[src/rtl/muldiv_unit.sv]
// Iterative RV32M multiply/divide engine: shift-add multiply, restoring divide, fixed latency.
// Optional `MULDIV_FAST_MUL_EN selects a single-cycle multiplier for the MUL* ops.
module muldiv_unit #(
    parameter int DATA_WIDTH      = 32,
    parameter int REG_ADDR_LENGTH = 5
) (
    input  logic                       clk,
    input  logic                       rst_n_i,
    input  logic                       start_i,
    input  logic [2:0]                 funct3_i,
    input  logic [DATA_WIDTH-1:0]      op_a_i,
    input  logic [DATA_WIDTH-1:0]      op_b_i,
    input  logic [REG_ADDR_LENGTH-1:0] rd_i,
    input  logic                       flush_i,
    output logic                       busy_o,
    output logic                       done_o,
    output logic [DATA_WIDTH-1:0]      result_o,
    output logic [REG_ADDR_LENGTH-1:0] rd_o
);
    localparam int W  = DATA_WIDTH;
    localparam int CW = $clog2(DATA_WIDTH);
    localparam logic [CW-1:0] CNT_INIT = CW'(DATA_WIDTH - 1);

    localparam logic [1:0] S_IDLE = 2'd0;
    localparam logic [1:0] S_ITER = 2'd1;
    localparam logic [1:0] S_FIX  = 2'd2;
    localparam logic [1:0] S_DONE = 2'd3;

    logic [1:0]                 state_q, state_d;
    logic [CW-1:0]              cnt_q, cnt_d;
    logic [W-1:0]               acc_q, acc_d;   // product high half / partial remainder
    logic [W-1:0]               lo_q, lo_d;     // multiplier -> product low half / dividend -> quotient
    logic [W-1:0]               b_q, b_d;       // multiplicand or divisor magnitude
    logic [2:0]                 f3_q, f3_d;
    logic                       neg_q, neg_d;
    logic                       sa_q, sa_d;
    logic                       bz_q, bz_d;
    logic [REG_ADDR_LENGTH-1:0] rdp_q, rdp_d;
    logic [W-1:0]               res_q, res_d;
    logic [REG_ADDR_LENGTH-1:0] rdo_q, rdo_d;

    // Operand conditioning at acceptance
    logic         a_signed, b_signed, a_sgn, b_sgn, is_div;
    logic [W-1:0] a_mag, b_mag;
    assign a_signed = (funct3_i == 3'b001) || (funct3_i == 3'b010) ||
                      (funct3_i == 3'b100) || (funct3_i == 3'b110);
    assign b_signed = (funct3_i == 3'b001) || (funct3_i == 3'b100) || (funct3_i == 3'b110);
    assign a_sgn    = a_signed & op_a_i[W-1];
    assign b_sgn    = b_signed & op_b_i[W-1];
    assign a_mag    = a_sgn ? -op_a_i : op_a_i;
    assign b_mag    = b_sgn ? -op_b_i : op_b_i;
    assign is_div   = funct3_i[2];

    // One shift-add multiply step
    logic [W:0] msum;
    assign msum = {1'b0, acc_q} + {1'b0, (lo_q[0] ? b_q : {W{1'b0}})};

    // One restoring divide step; ddiff[W] set means the trial subtraction borrowed
    logic [W:0] dshift, ddiff;
    assign dshift = {acc_q, lo_q[W-1]};
    assign ddiff  = dshift - {1'b0, b_q};

    // Sign correction
    logic [2*W-1:0] prod_s;
    logic [W-1:0]   quot_s, rem_s;
    assign prod_s = neg_q ? -{acc_q, lo_q} : {acc_q, lo_q};
    assign quot_s = neg_q ? -lo_q : lo_q;
    assign rem_s  = sa_q ? -acc_q : acc_q;

`ifdef MULDIV_FAST_MUL_EN
    logic [2*W-1:0] fa, fb, fp;
    assign fa = {{W{a_sgn}}, op_a_i};
    assign fb = {{W{b_sgn}}, op_b_i};
    assign fp = fa * fb;
`endif

    always_comb begin
        state_d = state_q;
        cnt_d   = cnt_q;
        acc_d   = acc_q;
        lo_d    = lo_q;
        b_d     = b_q;
        f3_d    = f3_q;
        neg_d   = neg_q;
        sa_d    = sa_q;
        bz_d    = bz_q;
        rdp_d   = rdp_q;
        res_d   = res_q;
        rdo_d   = rdo_q;
        case (state_q)
            S_IDLE: begin
                if (start_i && !flush_i) begin
`ifdef MULDIV_FAST_MUL_EN
                    if (!is_div) begin
                        res_d   = (funct3_i == 3'b000) ? fp[W-1:0] : fp[2*W-1:W];
                        rdo_d   = rd_i;
                        state_d = S_DONE;
                    end else
`endif
                    begin
                        acc_d   = '0;
                        lo_d    = is_div ? a_mag : b_mag;
                        b_d     = is_div ? b_mag : a_mag;
                        f3_d    = funct3_i;
                        neg_d   = a_sgn ^ b_sgn;
                        sa_d    = a_sgn;
                        bz_d    = (op_b_i == '0);
                        rdp_d   = rd_i;
                        cnt_d   = CNT_INIT;
                        state_d = S_ITER;
                    end
                end
            end
            S_ITER: begin
                if (flush_i) begin
                    state_d = S_IDLE;
                end else begin
                    if (f3_q[2]) begin
                        acc_d = ddiff[W] ? dshift[W-1:0] : ddiff[W-1:0];
                        lo_d  = {lo_q[W-2:0], ~ddiff[W]};
                    end else begin
                        acc_d = msum[W:1];
                        lo_d  = {msum[0], lo_q[W-1:1]};
                    end
                    cnt_d = cnt_q - CW'(1);
                    if (cnt_q == '0) state_d = S_FIX;
                end
            end
            S_FIX: begin
                if (flush_i) begin
                    state_d = S_IDLE;
                end else begin
                    // Overflow (MIN/-1) needs no special path: magnitude quotient already equals MIN
                    case (f3_q)
                        3'b000:                 res_d = prod_s[W-1:0];
                        3'b001, 3'b010, 3'b011: res_d = prod_s[2*W-1:W];
                        3'b100, 3'b101:         res_d = bz_q ? {W{1'b1}} : quot_s;
                        default:                res_d = rem_s;
                    endcase
                    rdo_d   = rdp_q;
                    state_d = S_DONE;
                end
            end
            default: state_d = S_IDLE;
        endcase
    end

    always_ff @(posedge clk or negedge rst_n_i) begin
        if (!rst_n_i) begin
            state_q <= S_IDLE;
            cnt_q   <= '0;
            acc_q   <= '0;
            lo_q    <= '0;
            b_q     <= '0;
            f3_q    <= '0;
            neg_q   <= 1'b0;
            sa_q    <= 1'b0;
            bz_q    <= 1'b0;
            rdp_q   <= '0;
            res_q   <= '0;
            rdo_q   <= '0;
        end else begin
            state_q <= state_d;
            cnt_q   <= cnt_d;
            acc_q   <= acc_d;
            lo_q    <= lo_d;
            b_q     <= b_d;
            f3_q    <= f3_d;
            neg_q   <= neg_d;
            sa_q    <= sa_d;
            bz_q    <= bz_d;
            rdp_q   <= rdp_d;
            res_q   <= res_d;
            rdo_q   <= rdo_d;
        end
    end

    assign busy_o   = (state_q == S_ITER) || (state_q == S_FIX);
    assign done_o   = (state_q == S_DONE);
    assign result_o = res_q;
    assign rd_o     = rdo_q;

endmodule
[config.mk]
export PLATFORM = sky130hd
export DESIGN_NAME = muldiv_unit
export DESIGN_NICKNAME = d
export VERILOG_FILES = /design/src/rtl/muldiv_unit.sv
export SDC_FILE = /design/constraint.sdc
export NUM_CORES = 1
export LEC_CHECK = 0
export ABC_CLOCK_PERIOD_IN_PS = 4400
export BUFFER_PORTS_ARGS = -buffer_cell sky130_fd_sc_hd__buf_2
export CAP_MARGIN = 20
export CORE_MARGIN = 2
export CORE_UTILIZATION = 60
export CTS_CLUSTER_SIZE = 10
export DETAILED_ROUTE_END_ITERATION = 10
export PLACE_DENSITY = 0.8
export SYNTH_ARGS = -nofsm -noshare
export SYNTH_HDL_FRONTEND = slang
export SYNTH_SLANG_ARGS = --single-unit
[constraint.sdc]
create_clock -name clk -period 4.4 [get_ports clk]
set_input_delay 1.1 -clock clk [delete_from_list [all_inputs] [get_ports clk]]
set_output_delay 1.1 -clock clk [all_outputs]
set_load 0.02 [all_outputs]
# Yosys cells after proc, flatten, opt, wreduce, memory -nomap -nowiden
# Cells that the tools add are included.
totals:
  regBits: 151
  out_inout_bits: 39
  inputBits: 76
  elab_cells: 86
op_classes:
  n_mux: 27
  n_addsub: 8
  n_bitwise: 5
  eq_ne: 15
  n_reduce_logical: 19
ops:
  columns: ["operator", "n"]
  rows:
  - ["32-bit 2-to-1 mux", 15]
  - ["32-bit negation", 4]
  - ["32-bit case mux with 2 select lines", 2]
  - ["32-bit case mux with 3 select lines", 1]
  - ["64-bit 2-to-1 mux", 1]
  - ["64-bit negation", 1]
  - ["32-bit by 32-bit adder with 33-bit output", 1]
  - ["33-bit by 32-bit subtractor with 33-bit output", 1]
  - ["32-bit zero test", 1]
  - ["3-bit == test (second input constant)", 4]
  - ["5-bit 2-to-1 mux", 2]
  - ["5-bit case mux with 2 select lines", 1]
  - ["3-bit by 2-bit == test with 1-bit output (second input constant)", 3]
  - ["2-bit 2-to-1 mux", 4]
  - ["3-bit by 1-bit == test with 1-bit output (second input constant)", 2]
  - ["1-bit logical OR", 6]
  - ["2-bit case mux with 3 select lines", 1]
  - ["2-bit AND reduction", 3]
  - ["5-bit zero test", 1]
  - ["5-bit by 1-bit subtractor with 5-bit output (second input constant)", 1]
  - ["2-bit == test (second input constant)", 2]
  - ["2-bit != test (second input constant)", 2]
  - ["3-bit zero test", 1]
  - ["3-bit != test (second input constant)", 1]
  - ["other kinds (11)", 13]

# Logic depth before layout (Yosys ltp)
logic_depth:
  word_depth: 9
  depth_mapped: 15
  depth_no_buf: 14

# Least setup slack after synthesis
# No wires, ideal clock.
synth_timing:
  path_type: "reg2reg"
  from: "register acc_q[0]"
  to: "register res_q[30], in the netlist result_o[30]"
  required_ns: 4.273
  path_slack_ns: 0.807
  synth_period_minus_slack_ns: 3.593
  setup_time_ns: 0.127
  path_stages_with_launch: 13
  path_buffers: 1
  arrival_time_ns: 3.466
  path_cell_list: "dfrtp_1 -> inv_1 -> ha_1 -> or3b_4 -> or4b_4 -> or3_1 -> buf_6 -> or4_4 -> or3_4 -> o21ai_2 -> xnor2_1 -> a221oi_1 -> nor2_1"
synth_via:
  elab_chain_len: 3
  word_cells_on_any_way: 5
  classes_between: "add/sub (2); mux (3)"
synth_rtl:
  columns: ["item", "line_no", "source"]
  rows:
  - ["start: declaration", "31", "logic [W-1:0] acc_q, acc_d;"]
  - ["start signal: assignment", "152", "acc_q <= '0;"]
  - ["start signal: assignment", "165", "acc_q <= acc_d;"]
  - ["64-bit negation or 32-bit negation (tied branches)", "66, 68", null]
  - ["64-bit 2-to-1 mux or 32-bit 2-to-1 mux (tied branches)", "66, 68", null]
  - ["32-bit case mux with 3 select lines *", "134", "case (f3_q)"]
  - ["end signal: assignment", "173", "res_q <= res_d;"]
  - ["end: declaration", "39", "logic [W-1:0] res_q, res_d;"]
# Mark *: on every way between the ends. The rest lies on a longest branch, timed or not.
# A chain may end at the register's enable or synchronous reset.

# Worst setup path after layout
layout_timing:
  from: "register lo_q[31]"
  to: "register acc_q[12]"
layout_via:
  elab_chain_len: 5
layout_rtl:
  columns: ["item", "line_no", "source"]
  rows:
  - ["start: declaration", "32", "logic [W-1:0] lo_q, lo_d;"]
  - ["start signal: assignment", "166", "lo_q <= lo_d;"]
  - ["33-bit by 32-bit subtractor with 33-bit output", "61", "assign ddiff = dshift - {1'b0, b_q};"]
  - ["32-bit 2-to-1 mux", "119", "acc_d = ddiff[W] ? dshift[W-1:0] : ddiff[W-1:0];"]
  - ["32-bit 2-to-1 mux", "118", "if (f3_q[2]) begin"]
  - ["32-bit 2-to-1 mux", "115", "if (flush_i) begin"]
  - ["32-bit case mux with 2 select lines", "90", "case (state_q)"]
# No other way between the ends. The select of a mux whose other input is x is not followed.

==> results by group <==
Placed design
  – # port buffers: 114
  – Final GP Congestion: 0.9845
  – Post-DP HPWL: 36.75 mm
  – DP Area: 0.01540 mm^2
  – Pre-CTS setup slack: 0.4774 ns

Floorplan
  – Die width: 159.3 um
  – Io pins: 115
  – FP Rows: 56
  – Die Y: 159.3 um
  – Core area: 0.02354 mm^2
  – Initial Util: 61.47%
  – Die area: 0.02538 mm^2

Worst setup path
  – Reg2reg path depth: 14
  – Worst setup SP type: flop
  – RR Startpoint: lo_q[31]
  – R2R Setup Slk: 0.41 ns
  – Worst-path maximum fanout: 11
  – Req. time, crit path: 4.72 ns
  – FF-to-FF End: acc_q[12]
  – Crit path capture type: flop
  – CP arrival: 4.32 ns
  – Critical path class: flop to flop

Global routing
  – Grt ovf: 0
  – Total Routing Usage GR: 37.80%
  – Number of global-route vias before repair: 13,900
  – First-pass GRT wire length: 76.45 mm
  – Initial antenna violation count: 1
  – Largest net degree at the start of global routing: 108

Routing
  – Post-DR wirelength/cell: 21.16 um
  – Routed Wire Length: 48.52 mm
  – First-pass DRT Iterations: 9
  – Via/cell ratio: 6.556
  – Number of remaining DRC errors: 0
  – Routed vias: 15,030
  – Initial DRC Count: 1,665
  – Routed Antenna Nets: 0

Cells and area
  – Share of post-route cells with drive strength above 1: 12.32%
  – Finished Cell Area: 0.01601 mm^2
  – Post-layout nets: 2,112
  – Area Growth Syn to Fin: 10.59%

Clocking
  – Hold buffers post-CTS: 0
  – Post-cts sizing count: 0
  – CTS H-Tree Depth: 4
  – Worst-path clk slew: 0.07 ns
  – Clock Tree Buf Depth: 2
  – Clk_lat worst skew: 0.44 ns
  – TritonCTS Buffers: 17
  – CTS tree: built
  – Setup bufs post-CTS: 0
  – Clock sink count: 151
  – Clock Tree Root: clkbuf_16

STA
  – Final Hold Violating Endpoints: 0
  – Slew Viols, Final: 0
  – Final Skew: 0.01468 ns
  – RSZ-0062 raised after global routing: false
  – Hold WS: 0.4700 ns
  – Min Tclk post-route: 3.994 ns
  – Rel. slew slack: 34.51%
  – Final setup viols: 0
  – Setup WS post-layout: 0.4055 ns
  – F_max: 0.2503 GHz
  – Final period utilization: 90.78%
  – Final setup TNS: 0 ns
  – Slew of the pin with the lowest slew margin: 0.9824 ns

Power
  – Peak supply drop: 0.0005301 V
  – Pwr dens: 867.3 mW/mm^2
  – Lkg Pwr: 7.047 nW

Run status
  – Status: complete, no violations

Logic synthesis
  – Most common flop cell mapped by yosys: dfrtp_1
  – Cell area after synthesis: 0.01447 mm^2
  – Ys Warns: 0
  – Register area share after synthesis: 26.11%
  – Synth Net Count: 2,050
  – Number of flops mapped to enable cells by yosys: 0
  – Cells after synthesis: 1,898
  – Synth unique cells: 69
  – Async set-reset flop share out of synthesis: 100.0%
  – Avg Cell Area, Syn: 7.625 um^2
  – Synth Register Bits: 151

Min path
  – Min-Delay Endpoint: rd_o[4]
  – Min-Delay Startpoint: rd_o[4]
  – Worst Hold Class: flop to flop
  – Hold path depth: 2

Flow run
  – MaxCap Viol Count: 0
-- sequential cells by signal (all words and copies together) (netlist names) --
signal    flops
f3_q          3
result_o     32
sa_q          1
lo_q         32
rd_o          5
state_q       2
cnt_q         5
b_q          32
rdp_q         5
bz_q          1
acc_q        32
neg_q         1
-- critical path: stages, from the launching register on --
cell and delay [ns]:
dfrtp_1 0.44, inv_1 0.12, ha_1 0.25, fa_1 0.40, nand2b_1 0.20, a21o_1 0.22, a21oi_1 0.24, o211ai_1 0.13
and3_1 0.23, o31a_1 0.33, xnor2_2 0.54, buf_4 0.31, nand2b_1 0.12, a21oi_1 0.06, a221o_1 0.30
-- cells by family after synthesis --
group / count (synthesis) / synth area share [%]
AO/OA/AOI/OAI: 627 / 26.98
AND/OR/NAND/NOR: 595 / 19.00
XOR/XNOR: 199 / 12.04
buffers and inverters: 193 / 5.092
flip-flops: 151 / 26.11
adder cells (fa/ha/maj): 76 / 6.674
multiplexers: 57 / 4.098
-- layout make-up --
cell class | count | area [um^2]
timing repair buffer | 166 | 979.7
inverter | 70 | 262.8
clock inverter | 14 | 160.2
antenna | 1 | 2.502
tap | 319 | 399.1
clock buffer | 18 | 439.2
fill | 2020 | 7537
sequential | 151 | 3781
multi-input combinational | 1554 | 9981
-- cell usage in the layout (no fill, tap or decap), drive strengths merged, types with 19 or more instances in the layout --
master    n
a211oi   32
a21o     38
a21oi   167
a221oi   21
a22oi    22
buf     166
dfrtp   151
ha       74
inv      77
mux2i    39
nand2   229
nand2b   24
nand3    20
nor2    156
nor3     49
o211ai   19
o21ai   200
o31ai    22
or3      26
or4      23
xnor2   126
xor2     73
-- synth_stat cells, drive strengths merged (21+ instances only) --
cell / count / share of area (%)
xnor2: 126 / 7.6
a22oi: 22 / 1.1
a221oi: 21 / 1.3
xor2: 73 / 4.4
ha: 74 / 6.4
inv: 69 / 1.8
or4: 23 / 1.2
mux2i: 39 / 2.7
o31ai: 22 / 1.1
nand2b: 24 / 1.0
nor3: 49 / 1.7
or3: 26 / 1.2
dfrtp: 151 / 26
clkbuf: 107 / 2.8
nor2: 156 / 4.0
a21oi: 167 / 5.8
a211oi: 32 / 1.7
a21o: 38 / 2.0
nand2: 229 / 5.9
o21ai: 200 / 7.0
-- stage by stage --
step	std cells	util, %	total power, mW
2_1_floorplan	1898	-	9.271
3_3_place_gp	2260	65.43	11.77
3_5_place_dp	2260	65.43	11.97
4_1_cts	2292	67.97	13.55
5_1_grt	2292	67.97	14.76
6_report	2293	67.98	13.88
-- worst max path at each step --
stage / startpoint / to / depth (start not counted)
after detailed placement: lo_q[31] / acc_q[12] / 14
after global placement: lo_q[31] / acc_q[12] / 14
after global routing: lo_q[0] / acc_q[28] / 14
after floorplan: acc_q[0] / result_o[30] / 12
final: lo_q[31] / acc_q[12] / 14
after CTS: lo_q[31] / acc_q[12] / 14
-- report_power, final --
| part | switching (mW) | internal (mW) |
|---|---|---|
| Clock | 0.706 | 0.824 |
| Combinational | 5.71 | 3.70 |
| Sequential | 0.929 | 2.02 |
-- routing by layer --
layer  vias to the layer above  track usage, %  routed length [um]
li1                       6974               -                   -
met1                      7036           50.11               19160
met2                       870           59.55               21580
met3                       152           8.023                5434
met4                         0           17.11                2341
met5                         -               0                   0
(Power assumes the default switching activity.)
